**config.mk**
```make
export PLATFORM = sky130hd
export DESIGN_NAME = spi_sensor_master
export DESIGN_NICKNAME = d
export VERILOG_FILES = /design/src/rtl/spi_sensor_master.sv
export SDC_FILE = /design/constraint.sdc
export NUM_CORES = 1
export LEC_CHECK = 0
export ABC_AREA = 1
export BUFFER_PORTS_ARGS = -buffer_cell sky130_fd_sc_hd__buf_2
export CAP_MARGIN = 10
export CORE_MARGIN = 5
export CORE_UTILIZATION = 55
export DETAILED_ROUTE_END_ITERATION = 12
export PLACE_DENSITY = 0.87
export SLEW_MARGIN = 5
export SYNTH_ARGS = -nofsm -noshare
export SYNTH_HDL_FRONTEND = slang
export SYNTH_SLANG_ARGS = --single-unit
export TNS_END_PERCENT = 30
```
**constraint.sdc**
```tcl
create_clock -name clk -period 3.7 [get_ports clk]
set_clock_uncertainty 0.1 [all_clocks]
set_input_delay 0.74 -clock clk [delete_from_list [all_inputs] [get_ports clk]]
set_output_delay 0.74 -clock clk [all_outputs]
set_load 0.005 [all_outputs]
```
**src/rtl/spi_sensor_master.sv**
```systemverilog
// spi_sensor_master: SPI mode-0 master issuing one register-read frame per start request
module spi_sensor_master #(
  parameter int CLK_DIV   = 4,
  parameter int DATA_BITS = 16
) (
  input  logic                 clk,
  input  logic                 rst,
  input  logic                 start,
  input  logic [6:0]           reg_addr,
  input  logic                 spi_miso,
  output logic                 spi_sck,
  output logic                 spi_cs,
  output logic                 spi_mosi,
  output logic [DATA_BITS-1:0] rd_data,
  output logic                 data_ready,
  output logic                 busy
);
  localparam int HALVES = 2 * (8 + DATA_BITS);
  localparam int HW     = $clog2(HALVES);
  typedef enum logic [2:0] {IDLE, SETUP, SHIFT, HOLD, GAP} state_t;
  state_t               state_q, state_d;
  logic [7:0]           div_q, div_d;
  logic [HW-1:0]        half_q, half_d;
  logic                 sck_q, sck_d, cs_q, cs_d, busy_q, busy_d, dr_q, dr_d;
  logic [7:0]           cmd_q, cmd_d;
  logic [DATA_BITS-1:0] sh_q, sh_d, rd_q, rd_d;
  logic                 tick;
  assign tick       = div_q == 8'(CLK_DIV - 1);
  assign spi_sck    = sck_q;
  assign spi_cs     = cs_q;
  assign spi_mosi   = cmd_q[7];
  assign rd_data    = rd_q;
  assign data_ready = dr_q;
  assign busy       = busy_q;
  // state and registered outputs; reset wins over everything, aborting any frame
  always_ff @(posedge clk) begin
    if (rst) begin
      state_q <= IDLE;
      div_q   <= '0;
      half_q  <= '0;
      sck_q   <= 1'b0;
      cs_q    <= 1'b1;
      busy_q  <= 1'b0;
      dr_q    <= 1'b0;
      cmd_q   <= '0;
      sh_q    <= '0;
      rd_q    <= '0;
    end else begin
      state_q <= state_d;
      div_q   <= div_d;
      half_q  <= half_d;
      sck_q   <= sck_d;
      cs_q    <= cs_d;
      busy_q  <= busy_d;
      dr_q    <= dr_d;
      cmd_q   <= cmd_d;
      sh_q    <= sh_d;
      rd_q    <= rd_d;
    end
  end
  // next state: every phase lasts whole CLK_DIV periods; SCK rises sample MISO, falls advance MOSI
  always_comb begin
    state_d = state_q;
    div_d   = tick ? '0 : div_q + 8'd1;
    half_d  = half_q;
    sck_d   = sck_q;
    cs_d    = cs_q;
    busy_d  = busy_q;
    dr_d    = 1'b0;
    cmd_d   = cmd_q;
    sh_d    = sh_q;
    rd_d    = rd_q;
    case (state_q)
      IDLE: begin
        div_d = '0;
        if (start) begin
          state_d = SETUP;
          cs_d    = 1'b0;
          busy_d  = 1'b1;
          cmd_d   = {1'b1, reg_addr};
          sh_d    = '0;
        end
      end
      SETUP: if (tick) begin
        state_d = SHIFT;
        sck_d   = 1'b1;
        half_d  = '0;
      end
      SHIFT: if (tick) begin
        if (half_q == HW'(HALVES - 1)) state_d = HOLD;
        else begin
          half_d = half_q + 1'b1;
          sck_d  = ~sck_q;
          if (sck_q) cmd_d = {cmd_q[6:0], 1'b0};
          else if (half_q >= HW'(15)) sh_d = {sh_q[DATA_BITS-2:0], spi_miso};
        end
      end
      HOLD: if (tick) begin
        state_d = GAP;
        cs_d    = 1'b1;
        dr_d    = 1'b1;
        rd_d    = sh_q;
      end
      GAP: if (tick) begin
        state_d = IDLE;
        busy_d  = 1'b0;
      end
      default: state_d = IDLE;
    endcase
  end
endmodule

```
==> results.json, run 1 <==
{
  "grtUsageTotal_pct": 19.85,
  "hold_violations": 0,
  "gp_congestion": 0.8654,
  "antenna_found_initial": 0,
  "num_rows": 26,
  "startpoint_type": "flop",
  "grt_pass1_wl_mm": 10.31,
  "numCtsBuffers": 9,
  "path_clk_slew_ns": 0.07,
  "ant_nets": 0,
  "syn_area_per_cell_um2": 6.680,
  "cts.path.max_buffers": 2,
  "fmax_mhz": 515.8,
  "num_io_pins": 32,
  "yosys-top-cells-count": "nand2_1, nor2_1, dfxtp_1",
  "drt_wl_total_mm": 6.023,
  "status": "finished, final reports clean",
  "start_util_pct": 55.94,
  "slowest_delay_ns": 0.35,
  "synth-seq-cells": 61,
  "post_cts_buffers": 0,
  "htreeDepth": 3,
  "antenna-diode-count": 0,
  "drt-pass1-iter-count": 4,
  "gr-total-overflow": 0,
  "cts.sinks": 61,
  "vias_per_cell": 4.947,
  "nets": 469,
  "layout.cells.non_filler": 530,
  "cp_max_fo": 29,
  "die_w_um": 81.85,
  "dp.final_hpwl_mm": 4.037,
  "p_switching_mw": 0.8556,
  "path_class": "reg -> reg",
  "synth_largest_area_cell": "dfxtp_1",
  "critPathBufInv": 2,
  "dp.cells": 515,
  "slowest_stage": "dfxtp_1",
  "vias": 2622,
  "sequentialPowerShare_pct": 39.3,
  "cp.arrival_ns": 2.07,
  "setup_viol": 0,
  "wl_per_cell_um": 11.36,
  "cts_root_buf": "clkbuf_8",
  "worst_setup_path_end_kind": "flop",
  "min_period_over_period_pct": 52.40,
  "min_period_ns": 1.939,
  "stdcell_area_um2": 3232,
  "rsz0062_at_grt": "no",
  "holdCritPathClass": "reg -> reg",
  "grt_max_degree": 46,
  "ys_top_cells_by_area": "dfxtp_1, nand2_1, nor2_1",
  "synthFlopType": "dfxtp_1",
  "setup_tns_ns": 0,
  "cts_tree": "yes",
  "syn2layout_area_growth_pct": 13.84,
  "tightestPinTransition_ns": 0.4872,
  "crit_path_cell_trace": "ha_1 -> nand2_1 -> nor2_1 -> nand2_1 -> nor2_1 -> buf_4 -> inv_1 -> nor2_1 -> nor2_1",
  "grt_pass1_vias": 2448,
  "first_iter_violations": 254,
  "synth_most_common_cell": "nand2_1",
  "syn_area_um2": 2839,
  "p_sw_share_pct": 37.68,
  "cp.required_ns": 3.83,
  "vdd_drop_max_mv": 0.3379,
  "drv_slew": 0,
  "p_per_area_nw_per_um2": 702.6,
  "netlist.area_leader.share_pct": 43.01,
  "synth_fp_nets": 438,
  "path_common_cell": "nor2_1",
  "p_leak_nw": 1.552,
  "p_clk_share_pct": 27.3,
  "synth_warnings": 0,
  "synth-edff-count": 0,
  "cts_hold_buffers": 0,
  "drc": 0,
  "yosysUniqueCellTypes": 32,
  "post_dp_cell_area_um2": 3023,
  "drive_gt1_share_pct": 13.91,
  "drv_cap": 0,
  "die_y_um": 81.85,
  "crit_family": "simple AND/OR/NAND/NOR gates",
  "cts_resized": 0,
  "async_flop_share_pct": 0,
  "clkLatencyLatePin_ns": 0.34,
  "power_frac_comb_pct": 33.4,
  "synth_seq_area_share_pct": 43.01,
  "power.total_mw": 2.271,
  "core_um2": 5075,
  "syn_inst": 425,
  "internal-power_mw": 1.415,
  "fp.dieArea_um2": 6699,
  "port_buffers": 31,
  "slew_headroom_pct": 67.17
}
-- placed cells by master (no fill, tap or decap), types with 3 or more instances in the layout --
master and n:
o21ai_0 31, nand3_1 27, inv_2 3, clkbuf_8 12, buf_2 31, nor2_1 94, dfxtp_1 61, a21oi_1 26
nand2_1 99, inv_1 47
-- registers in the layout (all words and copies together) (netlist names) --
register / count
rd_data: 16
sh_q: 16
cmd_q: 8
div_q: 8
half_q: 6
state_q: 3
busy: 1
data_ready: 1
spi_cs: 1
spi_sck: 1
-- layer usage --
layer,routed length (µm),vias up,GRT usage (%)
met1,2761,1165,23.46
met3,333,7,5.044
met2,2823,68,33.44
li1,-,1382,-
met4,105,0,9.468
met5,0,-,0
-- layout make-up --
type,instances,area [µm²]
Fill cell,482,1843
Multi-Input combinational cell,298,1343
Sequential cell,61,1221
Inverter,53,201.4
Timing Repair Buffer,33,170.2
Clock buffer,12,165.2
Tap cell,70,87.58
Clock inverter,3,43.79
-- final timing paths --
kind | cells past startpoint | slack [ns] | startpoint | endpoint
setup reg to reg | 9 | 1.76 | div_q[0] | rd_data[0]
hold reg to reg | 1 | 0.35 | div_q[0] | div_q[0]
setup / recovery | 9 | 1.76 | div_q[0] | rd_data[0]
hold / removal | 1 | 0.35 | div_q[0] | div_q[0]
-- power by group through the flow --
stage          combinational, mW  clock, mW  sequential (mW)
5_1_grt                    0.889      0.656            0.908
6_report                   0.757      0.621            0.893
3_3_place_gp               0.725          0            0.900
3_5_place_dp               0.749          0            0.905
4_1_cts                    0.756      0.623            0.891
2_1_floorplan              0.641          0            0.884
-- kinds of logic (layout without fill, tap and decap cells) --
family / count (synthesis) / count (layout) / synth area share [%]
buffers and inverters: 66 / 101 / 9.696
AO/OA/AOI/OAI: 63 / 63 / 11.86
XOR/XNOR: 1 / 1 / 0.3086
flip-flops: 61 / 61 / 43.01
adder cells (fa/ha/maj): 2 / 2 / 0.8813
AND/OR/NAND/NOR: 232 / 232 / 34.24
-- through the flow --
step	utilization, %	worst slack (ns)	hold WS (ns)
2_1_floorplan	-	1.899	0.3176
3_3_place_gp	59.57	1.796	0.3295
3_5_place_dp	59.57	1.786	0.3408
4_1_cts	63.68	1.794	0.3520
5_1_grt	63.68	1.605	0.3707
6_report	63.68	1.761	0.3463
Note: power is estimated with default switching activity, not from simulation.
==> inputs of run 2 (changes only) <==
Settings changed: CORE_UTILIZATION 55 to 52, PLACE_DENSITY 0.87 to 0.86.
Clock period 3.7 ns to 1.7 ns, I/O delays scaled along.
==> run 2 against run 1 <==
  * The run now ends with setup timing left
  * Sequential power is 120% higher
  * Clock power is 85% higher
  * Utilization is 3.9 points higher
  * Highest routed layer unchanged
  * Largest cell class unchanged
==> results.json, run 2 (synthesis results as in run 1) <==
{
  "post-place-ws_ns": -0.1223,
  "nets": 499,
  "path_clk_slew_ns": 0.07,
  "grt_pass1_vias": 2662,
  "numCtsBuffers": 9,
  "layout.cells.non_filler": 563,
  "fp.dieArea_um2": 7038,
  "antenna_found_initial": 0,
  "gp_congestion": 0.9439,
  "cts.path.max_buffers": 2,
  "htreeDepth": 3,
  "fin_util_pct": 67.59,
  "path_common_cell": "nand2_4",
  "hp-start": "rst",
  "num_rows": 27,
  "grtUsageTotal_pct": 20.29,
  "syn2layout_area_growth_pct": 28.69,
  "antenna-diode-count": 0,
  "cts.sinks": 61,
  "gr-total-overflow": 0,
  "hold_violations": 0,
  "r2r_cells": 9,
  "p_per_area_nw_per_um2": 1459,
  "clkLatencyLatePin_ns": 0.34,
  "final_common_cell": "nand2_1",
  "cp.arrival_ns": 1.84,
  "grtUsageMet3_pct": 4.541,
  "fillers": 443,
  "holdCritPathClass": "in -> reg",
  "path_class": "reg -> reg",
  "dp.cells": 531,
  "min_period_ns": 1.713,
  "tightestPinTransition_ns": 0.2996,
  "core_um2": 5405,
  "drv_slew": 0,
  "grt_use_met1_pct": 24.23,
  "wl_per_cell_um": 13.42,
  "slew_headroom_pct": 79.82,
  "vias_per_cell": 5.101,
  "ant_nets": 0,
  "r2r_start": "div_q[1]",
  "drt-pass1-iter-count": 4,
  "stdcell_area_um2": 3654,
  "vias": 2872,
  "cp_max_fo": 7,
  "slowest_stage": "dfxtp_2",
  "vdd_drop_max_mv": 0.6513,
  "setup_viol": 2,
  "status": "finished with violations",
  "fmax_mhz": 583.9,
  "p_leak_nw": 1.727,
  "hold_path_depth": 2,
  "cts_hold_buffers": 0,
  "final_cell_mix": "nand2_1, nor2_1, dfxtp_1",
  "drv_cap": 0,
  "grt_pass1_wl_mm": 11.62,
  "rsz0062_at_grt": "yes",
  "violations": "setup timing",
  "worst_setup_path_end_kind": "flop",
  "dp.final_hpwl_mm": 4.367,
  "drive_gt1_share_pct": 27.29,
  "cts_tree": "yes",
  "r2r-end": "sh_q[2]",
  "port_buffers": 31,
  "cts_root_buf": "clkbuf_8",
  "slowest_delay_ns": 0.36,
  "hold-path-endpoint": "state_q[0]",
  "num_io_pins": 32,
  "drt_wl_total_mm": 7.558,
  "top_usage_layer": "met2",
  "drc": 0,
  "crit_path_cell_trace": "ha_4 -> nand2_4 -> nor2_4 -> nand2_4 -> buf_12 -> o21ai_4 -> nand2_4 -> nor2_1 -> nor2_1",
  "grt_max_degree": 30,
  "cp.required_ns": 1.83,
  "start_util_pct": 52.52,
  "post_dp_cell_area_um2": 3143,
  "first_iter_violations": 225,
  "setup_slack_ns": -0.01260,
  "die_y_um": 83.89,
  "grt_util_met2_pct": 33.33,
  "startpoint_type": "flop",
  "reg2reg_slack_ns": -0.01,
  "die_w_um": 83.89,
  "min_period_over_period_pct": 100.7
}
==> run 2: critical path: cells and delay by family, from the launching register on <==
kind	cells	cell delay, ns
AND/OR/NAND/NOR	6	0.60
flip-flops	1	0.36
AO/OA/AOI/OAI	1	0.25
adder cells (fa/ha/maj)	1	0.17
buffers and inverters	1	0.13
==> run 2: what timing repair did <==
action / CTS / global route
buffers inserted: 2 / 11
resized for setup: 13 / 47
endpoints found under the setup margin: 36 / 52
pin swaps: 3 / 14
gates cloned: 1 / 2
endpoints found under the hold margin: 0 / 0
==> run 2: power by group <==
group / internal, mW / switching, mW / leakage [nW]
Sequential: 1.76 / 0.202 / 0.501
Clock: 0.562 / 0.590 / 0.0922
Combinational: 0.847 / 1.37 / 1.13
==> run 2: layout make-up <==
class                      count  area [µm²]  share of cell area [%]
clock buffer                  10       137.6                   3.767
clock inverter                 6       36.28                  0.9932
inverter                      53       207.7                   5.685
multi-input combinational    299        1516                   41.51
sequential                    61        1232                   33.73
tap                           72       90.09                   2.466
timing repair buffer          62       432.9                   11.85
==> run 2: worst max-delay path by stage <==
stage,from,endpoint,slack [ns],cells past startpoint
6_report,div_q[1],sh_q[2],-0.01,9
5_1_grt,div_q[1],sh_q[2],-0.09,9
4_1_cts,half_q[0],sh_q[5],0.001,9
3_5_place_dp,div_q[0],rd_data[9],-0.12,8
3_3_place_gp,div_q[0],sh_q[8],0.009,8
2_1_floorplan,half_q[0],cmd_q[6],0.05,9
==> run 2: layer usage <==
layer / share of wire [%] / routed length (µm) / up-vias
li1: - / - / 1450
met4: 2.6 / 194 / 0
met5: 0 / 0 / -
met2: 51 / 3832 / 91
met3: 4.7 / 356 / 18
met1: 42 / 3174 / 1313
==> run 2: stage by stage <==
step | hold slack, ns | TNS [ns] | power, mW
after CTS | 0.2034 | 0 | 4.990
after floorplan | 0.3176 | 0 | 3.317
after global routing | 0.2252 | -1.002 | 5.740
after global placement | 0.3474 | 0 | 3.682
after detailed placement | 0.3543 | -1.454 | 3.765
final | 0.2231 | -0.01279 | 5.332
